[src/rtl/dcache_miss_sequencer_if.sv]
// Signal bundle between the dcache miss sequencer and its CPU, SRAM and memory neighbours.
// The master modport is the sequencer; the slave modport is the surrounding system.
interface dcache_miss_sequencer_if;
  logic         cpu_req_i;
  logic         cpu_write_i;
  logic [31:0]  cpu_addr_i;
  logic [31:0]  cpu_data_i;
  logic [31:0]  cpu_data_o;
  logic         cpu_stall_o;

  logic [3:0]   sram_idx_o;
  logic [24:0]  sram_tag_o;
  logic [255:0] sram_data_o;
  logic         sram_enable_o;
  logic         sram_write_o;
  logic [24:0]  sram_tag_i;
  logic [255:0] sram_data_i;
  logic         sram_hit_i;

  // Memory handshake: mem_req_o is held high with mem_write_o/mem_addr_o/mem_data_o
  // stable until mem_ack_i is sampled high on a clock edge; the ack is a one-cycle
  // pulse, mem_data_i is valid with it, and req drops on the edge that takes the ack.
  logic         mem_req_o;
  logic         mem_write_o;
  logic [31:0]  mem_addr_o;
  logic [255:0] mem_data_o;
  logic [255:0] mem_data_i;
  logic         mem_ack_i;

  modport master (
    input  cpu_req_i, cpu_write_i, cpu_addr_i, cpu_data_i,
    output cpu_data_o, cpu_stall_o,
    output sram_idx_o, sram_tag_o, sram_data_o, sram_enable_o, sram_write_o,
    input  sram_tag_i, sram_data_i, sram_hit_i,
    output mem_req_o, mem_write_o, mem_addr_o, mem_data_o,
    input  mem_data_i, mem_ack_i
  );

  modport slave (
    output cpu_req_i, cpu_write_i, cpu_addr_i, cpu_data_i,
    input  cpu_data_o, cpu_stall_o,
    input  sram_idx_o, sram_tag_o, sram_data_o, sram_enable_o, sram_write_o,
    output sram_tag_i, sram_data_i, sram_hit_i,
    input  mem_req_o, mem_write_o, mem_addr_o, mem_data_o,
    output mem_data_i, mem_ack_i
  );
endinterface

[src/rtl/dcache_miss_sequencer.sv]
// Miss sequencer for a 2-way, 16-set, 256-bit-line data cache: hits finish in IDLE,
// misses stall the CPU through optional write-back, fill, install and a re-lookup.
module dcache_miss_sequencer #(
  parameter int TAG_W = 23,
  parameter int IDX_W = 4,
  parameter int OFS_W = 5,
  parameter int CNT_W = 16
) (
  input  logic                 clk_i,
  input  logic                 rst_i,
  dcache_miss_sequencer_if.master bus,
  output logic [CNT_W-1:0]     hit_cnt_o,
  output logic [CNT_W-1:0]     miss_cnt_o,
  output logic [2:0]           dbg_state_o
);
  localparam int TAG_LSB = OFS_W + IDX_W;
  localparam int LINE_W  = 8 << OFS_W;

  typedef enum logic [2:0] {S_IDLE, S_WB, S_FILL, S_INSTALL, S_RETRY} state_t;

  state_t              r_state, w_state_next;
  logic                r_mem_req, r_mem_write;
  logic [31:2]         r_addr;
  logic                r_write;
  logic [31:0]         r_wdata;
  logic [TAG_W-1:0]    r_victim_tag;
  logic [LINE_W-1:0]   r_victim_data;
  logic [LINE_W-1:0]   r_line;
  logic [CNT_W-1:0]    r_hit_cnt, r_miss_cnt;

  logic [31:2]         w_addr;
  logic                w_write;
  logic [31:0]         w_wdata;
  logic [OFS_W-3:0]    w_word_sel;
  logic [LINE_W-1:0]   w_merged;
  logic                w_ack;
  logic                w_miss;

  // Once a miss is taken the CPU inputs are ignored; the latched copy drives RETRY.
  assign w_addr     = (r_state == S_IDLE) ? bus.cpu_addr_i[31:2] : r_addr;
  assign w_write    = (r_state == S_IDLE) ? bus.cpu_write_i : r_write;
  assign w_wdata    = (r_state == S_IDLE) ? bus.cpu_data_i : r_wdata;
  assign w_word_sel = w_addr[OFS_W-1:2];
  assign w_ack      = r_mem_req & bus.mem_ack_i;
  assign w_miss     = (r_state == S_IDLE) & bus.cpu_req_i & ~bus.sram_hit_i;

  assign bus.sram_idx_o  = w_addr[TAG_LSB-1:OFS_W];
  assign bus.mem_req_o   = r_mem_req;
  assign bus.mem_write_o = r_mem_write;
  assign bus.mem_data_o  = r_victim_data;
  assign hit_cnt_o       = r_hit_cnt;
  assign miss_cnt_o      = r_miss_cnt;
  assign dbg_state_o     = r_state;

  always_comb begin
    w_merged = bus.sram_data_i;
    w_merged[{w_word_sel, 5'b0} +: 32] = w_wdata;
  end

  always_comb begin
    w_state_next      = r_state;
    bus.cpu_stall_o   = 1'b1;
    bus.cpu_data_o    = '0;
    bus.sram_enable_o = 1'b0;
    bus.sram_write_o  = 1'b0;
    bus.sram_tag_o    = '0;
    bus.sram_data_o   = '0;
    bus.mem_addr_o    = '0;
    case (r_state)
      S_IDLE: begin
        bus.cpu_stall_o   = bus.cpu_req_i & ~bus.sram_hit_i;
        bus.sram_enable_o = bus.cpu_req_i;
        bus.sram_write_o  = bus.cpu_req_i & bus.cpu_write_i & bus.sram_hit_i;
        bus.cpu_data_o    = bus.sram_data_i[{w_word_sel, 5'b0} +: 32];
        bus.sram_tag_o    = {2'b11, w_addr[31:TAG_LSB]};
        bus.sram_data_o   = w_merged;
        if (w_miss)
          w_state_next = (bus.sram_tag_i[TAG_W+1] & bus.sram_tag_i[TAG_W]) ? S_WB : S_FILL;
      end
      S_WB: begin
        bus.mem_addr_o = {r_victim_tag, r_addr[TAG_LSB-1:OFS_W], {OFS_W{1'b0}}};
        if (w_ack) w_state_next = S_FILL;
      end
      S_FILL: begin
        bus.mem_addr_o = {r_addr[31:OFS_W], {OFS_W{1'b0}}};
        if (w_ack) w_state_next = S_INSTALL;
      end
      S_INSTALL: begin
        bus.sram_enable_o = 1'b1;
        bus.sram_write_o  = 1'b1;
        bus.sram_tag_o    = {2'b10, r_addr[31:TAG_LSB]};
        bus.sram_data_o   = r_line;
        w_state_next      = S_RETRY;
      end
      S_RETRY: begin
        bus.cpu_stall_o   = 1'b0;
        bus.sram_enable_o = 1'b1;
        bus.sram_write_o  = w_write & bus.sram_hit_i;
        bus.cpu_data_o    = bus.sram_data_i[{w_word_sel, 5'b0} +: 32];
        bus.sram_tag_o    = {2'b11, w_addr[31:TAG_LSB]};
        bus.sram_data_o   = w_merged;
        w_state_next      = S_IDLE;
      end
      default: w_state_next = S_IDLE;
    endcase
  end

  always_ff @(posedge clk_i) begin
    if (rst_i) begin
      r_state       <= S_IDLE;
      r_mem_req     <= 1'b0;
      r_mem_write   <= 1'b0;
      r_addr        <= '0;
      r_write       <= 1'b0;
      r_wdata       <= '0;
      r_victim_tag  <= '0;
      r_victim_data <= '0;
      r_line        <= '0;
      r_hit_cnt     <= '0;
      r_miss_cnt    <= '0;
    end else begin
      r_state     <= w_state_next;
      // Request is registered, so it rises one cycle after entering WB/FILL.
      r_mem_req   <= ((r_state == S_WB) || (r_state == S_FILL)) && !w_ack;
      r_mem_write <= (r_state == S_WB) && !w_ack;
      if (w_miss) begin
        r_addr        <= bus.cpu_addr_i[31:2];
        r_write       <= bus.cpu_write_i;
        r_wdata       <= bus.cpu_data_i;
        r_victim_tag  <= bus.sram_tag_i[TAG_W-1:0];
        r_victim_data <= bus.sram_data_i;
        if (r_miss_cnt != '1) r_miss_cnt <= r_miss_cnt + 1'b1;
      end
      if ((r_state == S_IDLE) && bus.cpu_req_i && bus.sram_hit_i && (r_hit_cnt != '1))
        r_hit_cnt <= r_hit_cnt + 1'b1;
      if ((r_state == S_FILL) && w_ack)
        r_line <= bus.mem_data_i;
    end
  end
endmodule

[src/flat_wrapper.sv]
// flat-port wrapper written by rule: the top's interface ports become plain ports
module dcache_miss_sequencer_flat 
#(
  parameter int TAG_W = 23,
  parameter int IDX_W = 4,
  parameter int OFS_W = 5,
  parameter int CNT_W = 16
)
  (clk_i, rst_i, hit_cnt_o, miss_cnt_o, dbg_state_o, bus_cpu_req_i, bus_cpu_write_i, bus_cpu_addr_i, bus_cpu_data_i, bus_cpu_data_o, bus_cpu_stall_o, bus_sram_idx_o, bus_sram_tag_o, bus_sram_data_o, bus_sram_enable_o, bus_sram_write_o, bus_sram_tag_i, bus_sram_data_i, bus_sram_hit_i, bus_mem_req_o, bus_mem_write_o, bus_mem_addr_o, bus_mem_data_o, bus_mem_data_i, bus_mem_ack_i);
  dcache_miss_sequencer_if bus_i ();
  input  logic clk_i;
  input  logic rst_i;
  output logic [CNT_W-1:0] hit_cnt_o;
  output logic [CNT_W-1:0] miss_cnt_o;
  output logic [2:0] dbg_state_o;
  input wire logic [$bits(bus_i.cpu_req_i)-1:0] bus_cpu_req_i;
  input wire logic [$bits(bus_i.cpu_write_i)-1:0] bus_cpu_write_i;
  input wire logic [$bits(bus_i.cpu_addr_i)-1:0] bus_cpu_addr_i;
  input wire logic [$bits(bus_i.cpu_data_i)-1:0] bus_cpu_data_i;
  output wire logic [$bits(bus_i.cpu_data_o)-1:0] bus_cpu_data_o;
  output wire logic [$bits(bus_i.cpu_stall_o)-1:0] bus_cpu_stall_o;
  output wire logic [$bits(bus_i.sram_idx_o)-1:0] bus_sram_idx_o;
  output wire logic [$bits(bus_i.sram_tag_o)-1:0] bus_sram_tag_o;
  output wire logic [$bits(bus_i.sram_data_o)-1:0] bus_sram_data_o;
  output wire logic [$bits(bus_i.sram_enable_o)-1:0] bus_sram_enable_o;
  output wire logic [$bits(bus_i.sram_write_o)-1:0] bus_sram_write_o;
  input wire logic [$bits(bus_i.sram_tag_i)-1:0] bus_sram_tag_i;
  input wire logic [$bits(bus_i.sram_data_i)-1:0] bus_sram_data_i;
  input wire logic [$bits(bus_i.sram_hit_i)-1:0] bus_sram_hit_i;
  output wire logic [$bits(bus_i.mem_req_o)-1:0] bus_mem_req_o;
  output wire logic [$bits(bus_i.mem_write_o)-1:0] bus_mem_write_o;
  output wire logic [$bits(bus_i.mem_addr_o)-1:0] bus_mem_addr_o;
  output wire logic [$bits(bus_i.mem_data_o)-1:0] bus_mem_data_o;
  input wire logic [$bits(bus_i.mem_data_i)-1:0] bus_mem_data_i;
  input wire logic [$bits(bus_i.mem_ack_i)-1:0] bus_mem_ack_i;
  assign bus_i.cpu_req_i = bus_cpu_req_i;
  assign bus_i.cpu_write_i = bus_cpu_write_i;
  assign bus_i.cpu_addr_i = bus_cpu_addr_i;
  assign bus_i.cpu_data_i = bus_cpu_data_i;
  assign bus_cpu_data_o = bus_i.cpu_data_o;
  assign bus_cpu_stall_o = bus_i.cpu_stall_o;
  assign bus_sram_idx_o = bus_i.sram_idx_o;
  assign bus_sram_tag_o = bus_i.sram_tag_o;
  assign bus_sram_data_o = bus_i.sram_data_o;
  assign bus_sram_enable_o = bus_i.sram_enable_o;
  assign bus_sram_write_o = bus_i.sram_write_o;
  assign bus_i.sram_tag_i = bus_sram_tag_i;
  assign bus_i.sram_data_i = bus_sram_data_i;
  assign bus_i.sram_hit_i = bus_sram_hit_i;
  assign bus_mem_req_o = bus_i.mem_req_o;
  assign bus_mem_write_o = bus_i.mem_write_o;
  assign bus_mem_addr_o = bus_i.mem_addr_o;
  assign bus_mem_data_o = bus_i.mem_data_o;
  assign bus_i.mem_data_i = bus_mem_data_i;
  assign bus_i.mem_ack_i = bus_mem_ack_i;
  dcache_miss_sequencer #(.TAG_W(TAG_W), .IDX_W(IDX_W), .OFS_W(OFS_W), .CNT_W(CNT_W)) u_core (.clk_i(clk_i), .rst_i(rst_i), .bus(bus_i), .hit_cnt_o(hit_cnt_o), .miss_cnt_o(miss_cnt_o), .dbg_state_o(dbg_state_o));
endmodule
[config.mk]
export PLATFORM = sky130hd
export DESIGN_NAME = dcache_miss_sequencer_flat
export DESIGN_NICKNAME = d
export VERILOG_FILES = /design/src/rtl/dcache_miss_sequencer_if.sv /design/src/rtl/dcache_miss_sequencer.sv /design/src/flat_wrapper.sv
export SDC_FILE = /design/constraint.sdc
export NUM_CORES = 2
export LEC_CHECK = 0
export CORE_AREA = 2 2 486 488
export DETAILED_ROUTE_END_ITERATION = 8
export DIE_AREA = 0 0 488 490
export GPL_ROUTABILITY_DRIVEN = 0
export PLACE_DENSITY = 0.3
export SLEW_MARGIN = 20
export SYNTH_ARGS = -nofsm -noshare
export SYNTH_HDL_FRONTEND = slang
export SYNTH_SLANG_ARGS = --single-unit
[constraint.sdc]
create_clock -name clk_i -period 5.4 [get_ports clk_i]
set_input_delay 0.54 -clock clk_i [delete_from_list [all_inputs] [get_ports clk_i]]
set_output_delay 0.54 -clock clk_i [all_outputs]
set_load 0.01 [all_outputs]
== Word level (Yosys, flattened, before mapping) ==
Index checks and enable logic that the tools add are counted.
Word-level totals
  register bits after elaboration: 635
  bits in latches: 0
  bits in writable memories: 0
  ROM bits: 0
  input port bits: 607
  output and inout bits: 645
  word-level logic and storage cells: 64
  memories: 0
Operators by class
  add/subtract/negate cells: 3
  $mul: 0
  divide/modulo/power cells: 0
  $lt $le $gt $ge: 0
  equality and inequality tests: 9
  shift operators: 3
  multiplexer cells: 16
  bitwise operators: 9
  reductions and logical operators: 13
Operators with widths (number)
  256-bit one-hot mux with 2 select lines: 1
  256-bit bitwise mux: 1
  32-bit by 10-bit variable shift with 256-bit output, first input constant: 1
  256-bit by 9-bit variable part select with 32-bit output: 1
  32-bit by 10-bit variable part select with 256-bit output: 1
  32-bit two-way mux: 2
  32-bit one-hot mux with 2 select lines: 1
  25-bit one-hot mux with 2 select lines: 1
  16-bit by 1-bit adder with 16-bit output, second input constant: 2
  16-bit inequality test, second input constant: 2
  30-bit two-way mux: 1
  3-bit one-hot mux with 4 select lines: 1
  8-bit negation with 10-bit output: 1
  3-bit two-way mux: 3
  1-bit AND: 8
  3-bit by 2-bit equality test with 1-bit output, second input constant: 2
  1-bit logical AND: 6
  2-bit by 1-bit inequality test with 1-bit output, second input constant: 3
  1-bit one-hot mux with 2 select lines: 2
  2-bit OR reduction: 2
  3-bit by 1-bit equality test with 1-bit output, second input constant: 1
  3-bit equality test, second input constant: 1
  3-bit logical NOT: 1
  1-bit one-hot mux with 3 select lines: 1
  other kinds (7): 7

== Logic depth before layout (Yosys ltp) ==
  depth after elaboration: 6
  gate-level depth with buffers: 14
  mapped depth without buffers: 10

== Worst setup path before layout ==
Ideal clock, no wire load.
  kind: register -> output
  start point: register u_core.r_state[1], in the netlist u_core.dbg_state_o[1]
  end point: output bus_sram_data_o[194]
  arrival: 2992 ps
  data required time: 4860 ps
  setup slack: 1868 ps
  stages on the path, launching flop included: 13
  path buffers: 4
  path through: dfxtp_1 buf_6 nor3_4 mux2i_1 clkbuf_1 ha_1 ha_1 clkbuf_1 nor2b_1 nand2_1 buf_2 mux2i_1 o21ai_0
Between the ends
  cells in the longest elaborated chain, start to end: 6
  elaborated cells on any way between the ends: 11
  those cells by class: add/sub: 1; eq/ne: 2; shift: 2; mux: 4; reduce/logical: 2
Ends and longest elaborated chain
  start, declared: RTL line dcache_miss_sequencer.sv:21  | state_t r_state, w_state_next;
  start signal, assigned: RTL line dcache_miss_sequencer.sv:122  | r_state <= w_state_next;
  3-bit logical NOT: RTL line dcache_miss_sequencer.sv:40, dcache_miss_sequencer.sv:42, dcache_miss_sequencer.sv:69
  30-bit two-way mux: RTL line dcache_miss_sequencer.sv:40  | assign w_addr = (r_state == S_IDLE) ? bus.cpu_addr_i[31:2] : r_addr;
  8-bit negation with 10-bit output: RTL line dcache_miss_sequencer.sv:57  | w_merged[{w_word_sel, 5'b0} +: 32] = w_wdata;
  32-bit by 10-bit variable part select with 256-bit output or 32-bit by 10-bit variable shift with 256-bit output (tied branches): RTL line dcache_miss_sequencer.sv:57
  256-bit bitwise mux: RTL line dcache_miss_sequencer.sv:57
  256-bit one-hot mux with 2 select lines *: RTL line dcache_miss_sequencer.sv:69  | case (r_state)
  end, declared: RTL line flat_wrapper.sv:24  | output wire logic [$bits(bus_i.sram_data_o)-1:0] bus_sram_data_o;
Every way passes the cells marked *; elsewhere a longest branch is shown, timed or not.

== Worst setup path after layout ==
  start point: register u_core.r_state[1], in the netlist u_core.dbg_state_o[1]
  end point: output bus_sram_data_o[206]
The elaborated chain is that of the path after synthesis.

==> results.yml <==
run_status:
  status: "completed"
clock_tree:
  clk_latency_ns: 0.76
  ctsHoldBuffers: 0
  cts_setup_buffers: 0
  cts_tree: "built"
  cts.path.max_buffers: 3
  htreeDepth: 3
  clk_pin_slew_ns: 0.06
  cts_buffers: 94
  clock-root-buffer: "clkbuf_16"
  cts_sinks: 635
global_routing:
  grt_max_degree: 136
  grt_pass1_vias: 38030
  grt_first_pass_wirelength_um: 408300
  grt.total_usage_pct: 25.92
  grt-ovfl-total: 0
  antenna_found_initial: 129
finish:
  final_core_util_pct: 22.58
  final_area_um2: 52850
  drive_above_1_share_pct: 9.010
  finalNetCount: 6252
  syn_to_final_growth_pct: 63.68
  fill_cells: 26120
timing:
  relSlewSlack_pct: 23.22
  post-route-period-util_pct: 96.57
  layout_min_cycle_time_ns: 5.215
  worst_pin_slew_ns: 1.152
  finalMaxSlewViolations: 0
  finalHoldViolCount: 0
  setup_tns_ns: 0
  max_freq_mhz: 191.8
  finalSetupViolations: 0
  rsz0062_at_grt: "no"
  fin_skew_ns: 0.03765
critical_path:
  cp-start-kind: "flip-flop"
  cp.arrival_ns: 4.67
  worst_setup_path_end_kind: "output pin"
  required_ns: 4.86
  crit_fanout: 37
  worst-setup-path-type: "flip-flop to output pin"
placement:
  hpwlAfterDp_um: 253300
  portBuffers: 1244
  dpl_cell_area_um2: 49470
yosys:
  postSynth.asyncResetShare_pct: 0
  yosys-top-cells-area: "dfxtp_1 39%, nand2_1 19%, a21oi_1 11%, mux2i_1 5.2%, o211ai_1 4.5%"
  synth_edf_count: 0
  synth_area_leader_cell: "dfxtp_1"
  synth_flop_cell: "dfxtp_1"
  seq_area_frac_synth_pct: 39.37
  synth_seq_cells: 635
  synthCells: 4554
  ys_types: 58
  yosysWarnings: 0
  syn_area_per_cell_um2: 7.090
  synthesis.area_um2: 32290
  synth_top_area_share_pct: 39.37
power:
  fin_total_pwr_w: 0.01849
  p_per_area_nw_per_um2: 349.8
  ir_drop_uv: 257.5
  leakage_nw: 18.02
route:
  drt_first_pass_iters: 6
  drtIter0Drc: 3132
  routed_wl_um: 322000
  wl_per_cell_um: 36.17
  vias: 39280
  drc: 0
  vias_per_cell: 4.411
  drtAntennaViolNets: 0
floorplanning:
  core_um2: 234100
  io_pins: 1252
  dieHeight_um: 490
  start_util_pct: 13.79
  rows: 178
  die_area_um2: 239100
  die_width_um: 488
job:
  maxCapViolations: 0
hold_path:
  hp-class: "input port to flip-flop"
[critical path, cell delays in order, from the launching register on]
cell	delay (ns)
dfxtp_1	0.42
nor3_4	0.41
buf_12	0.30
mux2i_4	0.11
ha_1	0.25
ha_1	0.22
nor2b_1	0.17
nor2b_2	0.28
nand2_4	0.20
buf_4	0.30
mux2i_1	0.14
o21ai_0	0.37
clkdlybuf4s50_1	0.68
[cell usage in the layout, fill, tap and decap left out, types with 4 or more instances in the layout]
cell type and n:
nand2_2 6, clkbuf_1 17, xor2_1 11, conb_1 5, nor2b_1 99, a221oi_1 31, mux2i_1 165, buf_4 191
nor4_1 5, a21oi_1 727, o211ai_1 195, diode_2 38, bufinv_16 8, dfxtp_1 634, a211oi_1 128, clkinv_2 14
buf_12 125, a22o_1 46, nor2_1 35, nand4_1 5, a31oi_1 4, nand3_1 208, clkbuf_16 96, and3_1 9
nand2_1 1640, xnor2_1 11, o21ai_1 15, clkbuf_8 28, and4_1 5, clkdlybuf4s50_1 1083, o21ai_0 89, ha_1 4
inv_1 4
[metal layers]
layer / GRT usage [%] / wire [um]
met2: 42.28 / 148700
met1: 31.34 / 131600
met5: 0 / 517
met4: 8.776 / 10450
met3: 9.211 / 30760
[area by class of cell]
| class | instances | area, um2 | share of cell area, % |
|---|---|---|---|
| clock inverter | 31 | 426.7 | 0.8074 |
| multi-input combinational | 3503 | 17990 | 34.05 |
| antenna | 38 | 95.09 | 0.1799 |
| clock buffer | 140 | 2838 | 5.370 |
| inverter | 6 | 30.03 | 0.05682 |
| tap | 3150 | 3941 | 7.458 |
| timing repair buffer | 1401 | 14810 | 28.02 |
| sequential | 635 | 12720 | 24.06 |
[registers in the layout, summed over array words and instances (netlist names)]
name,cells
u_core.hit_cnt_o,16
u_core.bus.mem_write_o,1
u_core.dbg_state_o,3
u_core.bus.mem_req_o,1
u_core.r_addr,30
u_core.miss_cnt_o,16
u_core.r_write,1
u_core.r_wdata,32
u_core.r_line,256
u_core.r_victim_tag,23
u_core.bus.mem_data_o,256
[cells in the mapped netlist, types with 5 or more instances]
library cell	instances
nor2b_1	100
nand4_1	5
nor4_1	5
and4_1	5
xor2_1	11
a31oi_1	5
nand2_1	1649
and3_1	10
buf_1	20
nand3_1	213
nor2_1	36
a22o_1	46
clkbuf_1	296
a221oi_1	31
buf_4	9
a21oi_1	727
o21ai_1	15
xnor2_1	11
o211ai_1	195
buf_2	84
mux2i_1	167
dfxtp_1	635
a211oi_1	128
o21ai_0	89
[final timing paths]
kind / startpoint / to / slack [ns] / cells after the start
max: u_core.dbg_state_o[1] / bus_sram_data_o[206] / 0.19 / 12
min: rst_i / u_core.miss_cnt_o[0] / 0.23 / 2
max reg2reg: u_core.dbg_state_o[1] / u_core.bus.mem_data_o[92] / 1.80 / 8
min reg2reg: u_core.bus.mem_data_o[153] / u_core.bus.mem_data_o[153] / 0.45 / 2
[power by group]
group | switching (W) | internal [W] | total, W
logic | 0.00427 | 0.00244 | 0.00671
clock network | 0.00281 | 0.00401 | 0.00682
registers | 0.000106 | 0.00485 | 0.00496
total | 0.00719 | 0.0113 | 0.0185
[metrics by stage]
stage                     setup WS [ns]  std cells  hold WS [ns]
after floorplan                   1.868       4558        0.4366
after global placement           0.6757       8695        0.4422
after detailed placement         0.7509       8695        0.4464
after CTS                       0.01912       8866        0.1569
after global routing            0.02298       8879        0.2390
final                            0.1853       8904        0.2329
[logic make-up (layout without fill, tap and decap cells)]
kind of cell               Yosys count  after routing  synth area share, %
and+or+nand+nor                   2054           2054                26.20
other                                1             43              0.01161
adders and majority gates            4              4               0.1550
DFF                                635            635                39.37
AOI/OAI and AO/OA                 1248           1248                22.91
muxes                              170            170                5.290
xor gates and xnor gates            22             22               0.5968
buffers and inverters              420           1578                5.464
[what timing repair did]
action,CTS,global route
gates resized for setup,1,3
gates cloned,0,0
endpoints found under the setup margin,1,8
pin swaps,0,0
Power figures use the tool's default switching activity.
